### src/rtl/hps_word16_feeder.sv
// hps_word16_feeder
// Producer stage for the 16-bit HPS input PIO. Fabric samples (15 bit) are
// buffered in a small FIFO and presented one at a time as {tog, payload}.
// Every new word flips bit 15, so PIO edge capture on bit 15 tells software
// that a word is ready. Software acknowledges by echoing the toggle value on
// ack_toggle, which arrives asynchronously and is synchronised here.
module hps_word16_feeder #(
  parameter int DEPTH       = 8,
  parameter int SYNC_STAGES = 2
) (
  input  logic                     clk,
  input  logic                     reset_n,
  input  logic                     s_valid,
  input  logic [14:0]              s_data,
  output logic                     s_ready,
  input  logic                     ack_toggle,
  input  logic                     clr_drops,
  output logic [15:0]              word_out,
  output logic [$clog2(DEPTH):0]   level,
  output logic [7:0]               drop_cnt
);

  localparam int AW = $clog2(DEPTH);
  localparam int LW = AW + 1;

  localparam logic [LW-1:0] C_FULL   = LW'(DEPTH);
  localparam logic [LW-1:0] C_LVL_0  = LW'(0);
  localparam logic [LW-1:0] C_LVL_1  = LW'(1);
  localparam logic [AW-1:0] C_PTR_0  = AW'(0);
  localparam logic [AW-1:0] C_PTR_1  = AW'(1);

  // Presentation FSM: IDLE may pop a word, WAIT holds it until acked.
  localparam logic [0:0] S_IDLE = 1'b0;
  localparam logic [0:0] S_WAIT = 1'b1;

  logic [14:0]            r_mem [DEPTH];
  logic [AW-1:0]          r_wr_ptr;
  logic [AW-1:0]          r_rd_ptr;
  logic [LW-1:0]          r_level;
  logic [SYNC_STAGES-1:0] r_sync;
  logic [0:0]             r_state;
  logic                   r_tog;
  logic [15:0]            r_word;
  logic [7:0]             r_drop_cnt;

  logic                   w_full;
  logic                   w_empty;
  logic                   w_push;
  logic                   w_drop;
  logic                   w_pop;
  logic                   w_ack_sync;
  logic [LW-1:0]          w_level_nxt;
  logic [0:0]             w_state_nxt;
  logic [7:0]             w_drop_nxt;

  assign w_ack_sync = r_sync[SYNC_STAGES-1];
  assign s_ready    = ~w_full;
  assign word_out   = r_word;
  assign level      = r_level;
  assign drop_cnt   = r_drop_cnt;

  // FIFO status and handshake decisions; full is judged before any pop this cycle.
  always_comb begin
    w_full  = (r_level == C_FULL);
    w_empty = (r_level == C_LVL_0);
    w_push  = s_valid & ~w_full;
    w_drop  = s_valid & w_full;
    w_pop   = (r_state == S_IDLE) & ~w_empty;
  end

  // Occupancy after this cycle's push/pop combination.
  always_comb begin
    w_level_nxt = r_level;
    if (w_push && !w_pop) begin
      w_level_nxt = r_level + C_LVL_1;
    end else if (!w_push && w_pop) begin
      w_level_nxt = r_level - C_LVL_1;
    end else begin
      w_level_nxt = r_level;
    end
  end

  // Next presentation state: leave WAIT once the synchronised ack matches tog.
  always_comb begin
    w_state_nxt = r_state;
    case (r_state)
      S_IDLE: begin
        if (w_pop) begin
          w_state_nxt = S_WAIT;
        end else begin
          w_state_nxt = S_IDLE;
        end
      end
      S_WAIT: begin
        if (w_ack_sync == r_tog) begin
          w_state_nxt = S_IDLE;
        end else begin
          w_state_nxt = S_WAIT;
        end
      end
      default: w_state_nxt = S_IDLE;
    endcase
  end

  // Saturating drop counter; a clear coinciding with a drop leaves a count of one.
  always_comb begin
    w_drop_nxt = r_drop_cnt;
    if (clr_drops) begin
      if (w_drop) begin
        w_drop_nxt = 8'd1;
      end else begin
        w_drop_nxt = 8'd0;
      end
    end else if (w_drop && (r_drop_cnt != 8'hFF)) begin
      w_drop_nxt = r_drop_cnt + 8'd1;
    end else begin
      w_drop_nxt = r_drop_cnt;
    end
  end

  // FIFO storage, pointers (wrap modulo DEPTH) and occupancy.
  always_ff @(posedge clk or negedge reset_n) begin
    if (!reset_n) begin
      for (int i = 0; i < DEPTH; i++) begin
        r_mem[i] <= 15'h0000;
      end
      r_wr_ptr <= C_PTR_0;
      r_rd_ptr <= C_PTR_0;
      r_level  <= C_LVL_0;
    end else begin
      if (w_push) begin
        r_mem[r_wr_ptr] <= s_data;
        r_wr_ptr        <= r_wr_ptr + C_PTR_1;
      end
      if (w_pop) begin
        r_rd_ptr <= r_rd_ptr + C_PTR_1;
      end
      r_level <= w_level_nxt;
    end
  end

  // Bring the software ack bit into the clk domain.
  always_ff @(posedge clk or negedge reset_n) begin
    if (!reset_n) begin
      r_sync <= {SYNC_STAGES{1'b0}};
    end else begin
      r_sync <= {r_sync[SYNC_STAGES-2:0], ack_toggle};
    end
  end

  // Presentation: on a pop, flip tog and present the head with the new tog in bit 15.
  always_ff @(posedge clk or negedge reset_n) begin
    if (!reset_n) begin
      r_state <= S_IDLE;
      r_tog   <= 1'b0;
      r_word  <= 16'h0000;
    end else begin
      r_state <= w_state_nxt;
      if (w_pop) begin
        r_tog  <= ~r_tog;
        r_word <= {~r_tog, r_mem[r_rd_ptr]};
      end
    end
  end

  // Drop counter register.
  always_ff @(posedge clk or negedge reset_n) begin
    if (!reset_n) begin
      r_drop_cnt <= 8'd0;
    end else begin
      r_drop_cnt <= w_drop_nxt;
    end
  end

endmodule

### config.mk
export PLATFORM = sky130hd
export DESIGN_NAME = hps_word16_feeder
export DESIGN_NICKNAME = d
export VERILOG_FILES = /design/src/rtl/hps_word16_feeder.sv
export SDC_FILE = /design/constraint.sdc
export NUM_CORES = 1
export LEC_CHECK = 0
export BUFFER_PORTS_ARGS = -buffer_cell sky130_fd_sc_hd__buf_2
export CAP_MARGIN = 10
export CORE_AREA = 8 8 163 88
export CTS_CLUSTER_DIAMETER = 50
export DETAILED_ROUTE_END_ITERATION = 12
export DIE_AREA = 0 0 171 96
export PLACE_DENSITY_LB_ADDON = 0.05
export SLEW_MARGIN = 20
export SYNTH_ARGS = -nofsm -noshare
export SYNTH_HDL_FRONTEND = slang
export SYNTH_SLANG_ARGS = --single-unit
### constraint.sdc
create_clock -name clk -period 3.85 [get_ports clk]
set_input_delay 0.77 -clock clk [delete_from_list [all_inputs] [get_ports clk]]
set_output_delay 0.77 -clock clk [all_outputs]
set_load 0.005 [all_outputs]
Word-level counts from Yosys, hierarchy flattened:

Cells that the tools add are included.

* add/subtract/negate cells: 5
* $mul: 0
* divide/modulo/power cells: 0
* $lt $le $gt $ge: 3
* equal/unequal tests: 3
* shift operators: 0
* mux-type cells: 14
* bitwise operators: 9
* reduce and logical (&&, ||, !) cells: 9

Operator list (count)
* bitwise mux 120 bit: 1
* binary-select mux 15 bit (select 3 bit): 1
* demux 15 bit (select 3 bit): 1
* 2-to-1 mux 15 bit: 3
* 2-to-1 mux 8 bit: 2
* adder 8 x 1 -> 8 bit, second input constant: 1
* >= comparator 4 bit, second input constant: 2
* 2-to-1 mux 4 bit: 2
* != test 8 bit, second input constant: 1
* NOT 3 -> 4 bit: 2
* adder 3 x 1 -> 3 bit, second input constant: 2
* adder 4 x 1 -> 4 bit, second input constant: 1
* == test 4 bit, second input constant: 1
* logical AND 1 bit: 4
* zero test 4 bit: 1
* less-than comparator 4 x 1 -> 1 bit, second input constant: 1
* NOT 1 bit: 4
* nonzero test 2 bit: 2
* subtractor 4 x 1 -> 4 bit, second input constant: 1
* AND 1 bit: 3
* 2-to-1 mux 1 bit: 3
* zero test 1 bit: 2
* case mux 1 bit (2 select lines): 1
* == test 1 bit: 1

* register bits after elaboration: 158
* latch bits: 0
* memory bits (writable): 0
* bits in read-only memories: 0
* output and inout port bits: 29
* word-level logic and storage cells: 59
* memories: 0

Longest topological paths before layout:

* word-level depth: 7
* depth in mapped cells: 11

Worst setup path after synthesis:

Ideal clock, no wire load.

* path kind: register to register
* from: register r_level[0] (netlist: level[0])
* to: register r_level[3] (netlist: level[3])
* library setup time: 0.136 ns
* data arrival time: 2.571 ns
* setup slack: 1.143 ns
* stages on the path, launching flop included: 11
* path through: dfrtp_1 > nor4_1 > nor2_1 > clkbuf_1 > inv_1 > ha_1 > inv_1 > ha_1 > a21o_1 > a2111oi_0 > o31ai_1

* word-level cells in the longest chain between the ends: 6
* elaborated cells on any way between the ends: 15

Ends and longest elaborated chain
* start, declared: RTL line 39 `logic [LW-1:0] r_level;`
* start signal, assigned: RTL line 138 `r_level <= w_level_nxt;`
* parallel branches: the longest is 6 deep, another holds subtractor 4 x 1 -> 4 bit

Parallel ways; which one is timed is not known. The select of a mux whose other input is x is not followed.
A chain may end at the register's enable or synchronous reset.

Worst setup path after layout:

* from: register r_level[0] (netlist: level[0])
* to: register r_level[3] (netlist: level[3])

* word-level cells in the longest chain between the ends: 6
* elaborated cells on any way between the ends: 15

Ends and longest elaborated chain
* == test 4 bit *: RTL line 64 `w_full = (r_level == C_FULL);`
* NOT 1 bit *: RTL line 66 `w_push = s_valid & ~w_full;`
* AND 1 bit *: RTL line 66
* named net w_push: RTL line 48 `logic w_push;`
* zero test 1 bit: RTL line 76 `end else if (!w_push && w_pop) begin`
* logical AND 1 bit: RTL line 76
* nonzero test 2 bit (no line)

The timed path passes the listed nets; every way through them passes the cells marked *. The select of a mux whose other input is x is not followed.

==> impl_results.md <==
* Largest net degree at the start of global routing at 69
* Cell taking the most area after synthesis: dfrtp_1
* Final #Nets at 542
* Cell Rows at 29
* Final RePlAce weighted congestion at 0.744
* Cell variety after synth at 41
* DP Cell Count at 666
* Count leader, synth: dfrtp_1
* Critical Path AT at 3.48 ns
* Period utilization at 0.830
* Register area share after synthesis at 0.553
* Post-CTS sizing at 0
* FILL cells at 869
* Fin crit period at 3.19 ns
* Die ar. at 0.0164 mm²
* CP required at 4.13 ns
* Synth top area cells: dfrtp_1, mux2_2, mux4_2, mux2i_1, a21oi_1
* FF-to-FF setup slack at 0.66 ns
* Worst r2r path cells at 9
* RR Startpoint: level[0]
* #FFs+latches synth at 157
* Port bufs at 48
* Clock slew seen by the registers of the worst setup and hold paths at 0.07 ns
* Total vias in the final route at 4,005
* Initial Util at 0.583
* Post-Syn Instances at 466
* Rel. slew slack at 0.275
* DRT Wirelength at 14.3 mm
* Drt initial violations at 259
* Worst hold-check path type: in2async
* Final setup violation count at 0
* Post-synth ARST share at 1.00
* CP Launch Point: level[0]
* Area grow syn2layout at 14.6%
* DP Area at 0.00748 mm²
* Share of the synthesized area in the top cell type at 0.553
* Dominant synthesized flop cell: dfrtp_1
* Leak pwr at 3.57 nW
* CORE AREA at 0.0122 mm²
* Root Driver: clkbuf_16
* Max Clock Skew at 0.0107 ns
* N_diodes at 0
* RSZ-0062 raised after global routing: no
* Initial antenna violation count at 0
* P per Cell Area at 920 mW/mm²
* WL/cell at 20.5 µm
* Finished Layout Cells at 698
* Post-route ant nets at 0
* Remaining DRCs at 0
* Worst Path Max Fanout at 8
* Design Area, Final at 0.00815 mm²
* Critical path endpoint: level[3]
* Post-Syn Area at 0.00711 mm²
* Postcts setup bufs at 0
* Status: finished clean
* Worst skew pair latency at 0.41 ns
* R2R Path End: level[3]
* Critical path class: reg2reg
* Count of final max-slew check failures at 0
* DRT Pass-1 Iters at 4
* # Max-Cap Violations at 0
* I/O pins at 49
* Count of final hold-check violations at 0
* Post-DP HPWL at 9.14 mm
* Vias in the first global route at 4,347
* Avg Cell Area, Syn at 15.3 µm²
* Synth Warn # at 0
* CTS H-tree depth at 4
* Critical path startpoint category: register
* Die Width at 171 µm
* Final setup TNS at 0 ns
* Clk sink count at 157
* Post-synth EDFFs at 0
* Share of cells above drive strength 1 at 0.477
* Total GRT Usage at 0.193
* Slew @ Worst Pin at 1.09 ns
* Die H at 96 µm
* Max frequency at 313 MHz
* CTS tree: built
* First-pass GRT wire length at 23.8 mm
* CTS Buf Count at 17
* Via density at 5.74
* Gr ovfl total at 0
* Worst vdd ir at 0.380 mV
* Post-cts hold buffer count at 0
* Worst setup EP type: register
* Synth cell count leaders: dfrtp_1, mux2_2, mux4_2
* Syn nets at 493
* CTS Buffer Depth at 2
## through the flow
stage | util | hold slack (ns) | total power [W] | setup WS (ns)
2_1_floorplan | - | 0.331 | 0.00497 | 1.14
3_3_place_gp | 0.614 | 0.337 | 0.00554 | 0.828
3_5_place_dp | 0.614 | 0.340 | 0.00567 | 0.649
4_1_cts | 0.668 | 0.320 | 0.00758 | 0.617
5_1_grt | 0.668 | 0.337 | 0.00797 | 0.502
6_report | 0.668 | 0.314 | 0.00750 | 0.655
## cell families after synthesis
| kind of cell | count (synthesis) | synth area share |
|---|---|---|
| muxes | 170 | 0.314 |
| DFF | 157 | 0.553 |
| and+or+nand+nor | 61 | 0.0567 |
| buffers and inverters | 30 | 0.0262 |
| adders and majority gates | 7 | 0.0134 |
| AOI/OAI and AO/OA | 31 | 0.0252 |
| xor gates and xnor gates | 10 | 0.0123 |
## worst min path at each step
stage,startpoint,cells past startpoint,endpoint
finish,reset_n,1,drop_cnt[5]
global route,reset_n,1,drop_cnt[1]
CTS,reset_n,1,drop_cnt[1]
detailed placement,r_sync[0],0,r_sync[1]
global placement,r_sync[0],0,r_sync[1]
floorplan,r_sync[0],0,r_sync[1]
## state kept, by name, indices dropped and copies added (netlist names)
register  cells
r_state       1
drop_cnt      8
r_mem       120
r_rd_ptr      3
r_sync        2
r_wr_ptr      3
r_tog         1
level         4
word_out     15
## placed cells by master (no fill, tap or decap), types with 6 or more instances in the layout
cell and n:
a21oi_1 19, mux2i_1 18, nand2_1 14, inv_6 6, ha_1 6, nor2_1 20
mux2_2 121, buf_2 47, buf_4 7, clkbuf_16 17, dfrtp_1 155, mux4_2 30
## critical path, stage by stage, from the launching register on
cell and delay (ns):
dfrtp_1 0.47, nor4b_4 0.47, nand2b_1 0.53, inv_6 0.12, ha_1 0.27, inv_1 0.16, ha_1 0.26, a21o_1 0.20
a2111oi_0 0.43, o31ai_1 0.14
## routing by layer
layer	wire (µm)	GRT usage
met3	620	0.0442
met2	6480	0.299
met5	0	0
met1	7090	0.271
met4	99	0.0539
## area by class of cell
cell class / count / area (µm²) / area share
Tap cell: 170 / 213 / 0.0261
Inverter: 4 / 20.0 / 0.00246
Clock buffer: 18 / 439 / 0.0539
Timing Repair Buffer: 56 / 319 / 0.0392
Sequential cell: 157 / 3930 / 0.483
Clock inverter: 14 / 228 / 0.0280
Multi-Input combinational cell: 279 / 3000 / 0.368
## report_power, final
part / internal, W / total (W) / leakage (nW) / switching [W]
Combinational: 0.00155 / 0.00248 / 1.36 / 0.000937
Sequential: 0.00245 / 0.00314 / 1.89 / 0.000688
Clock: 0.00118 / 0.00187 / 0.316 / 0.000691
Note: power is estimated with default switching activity, not from simulation.
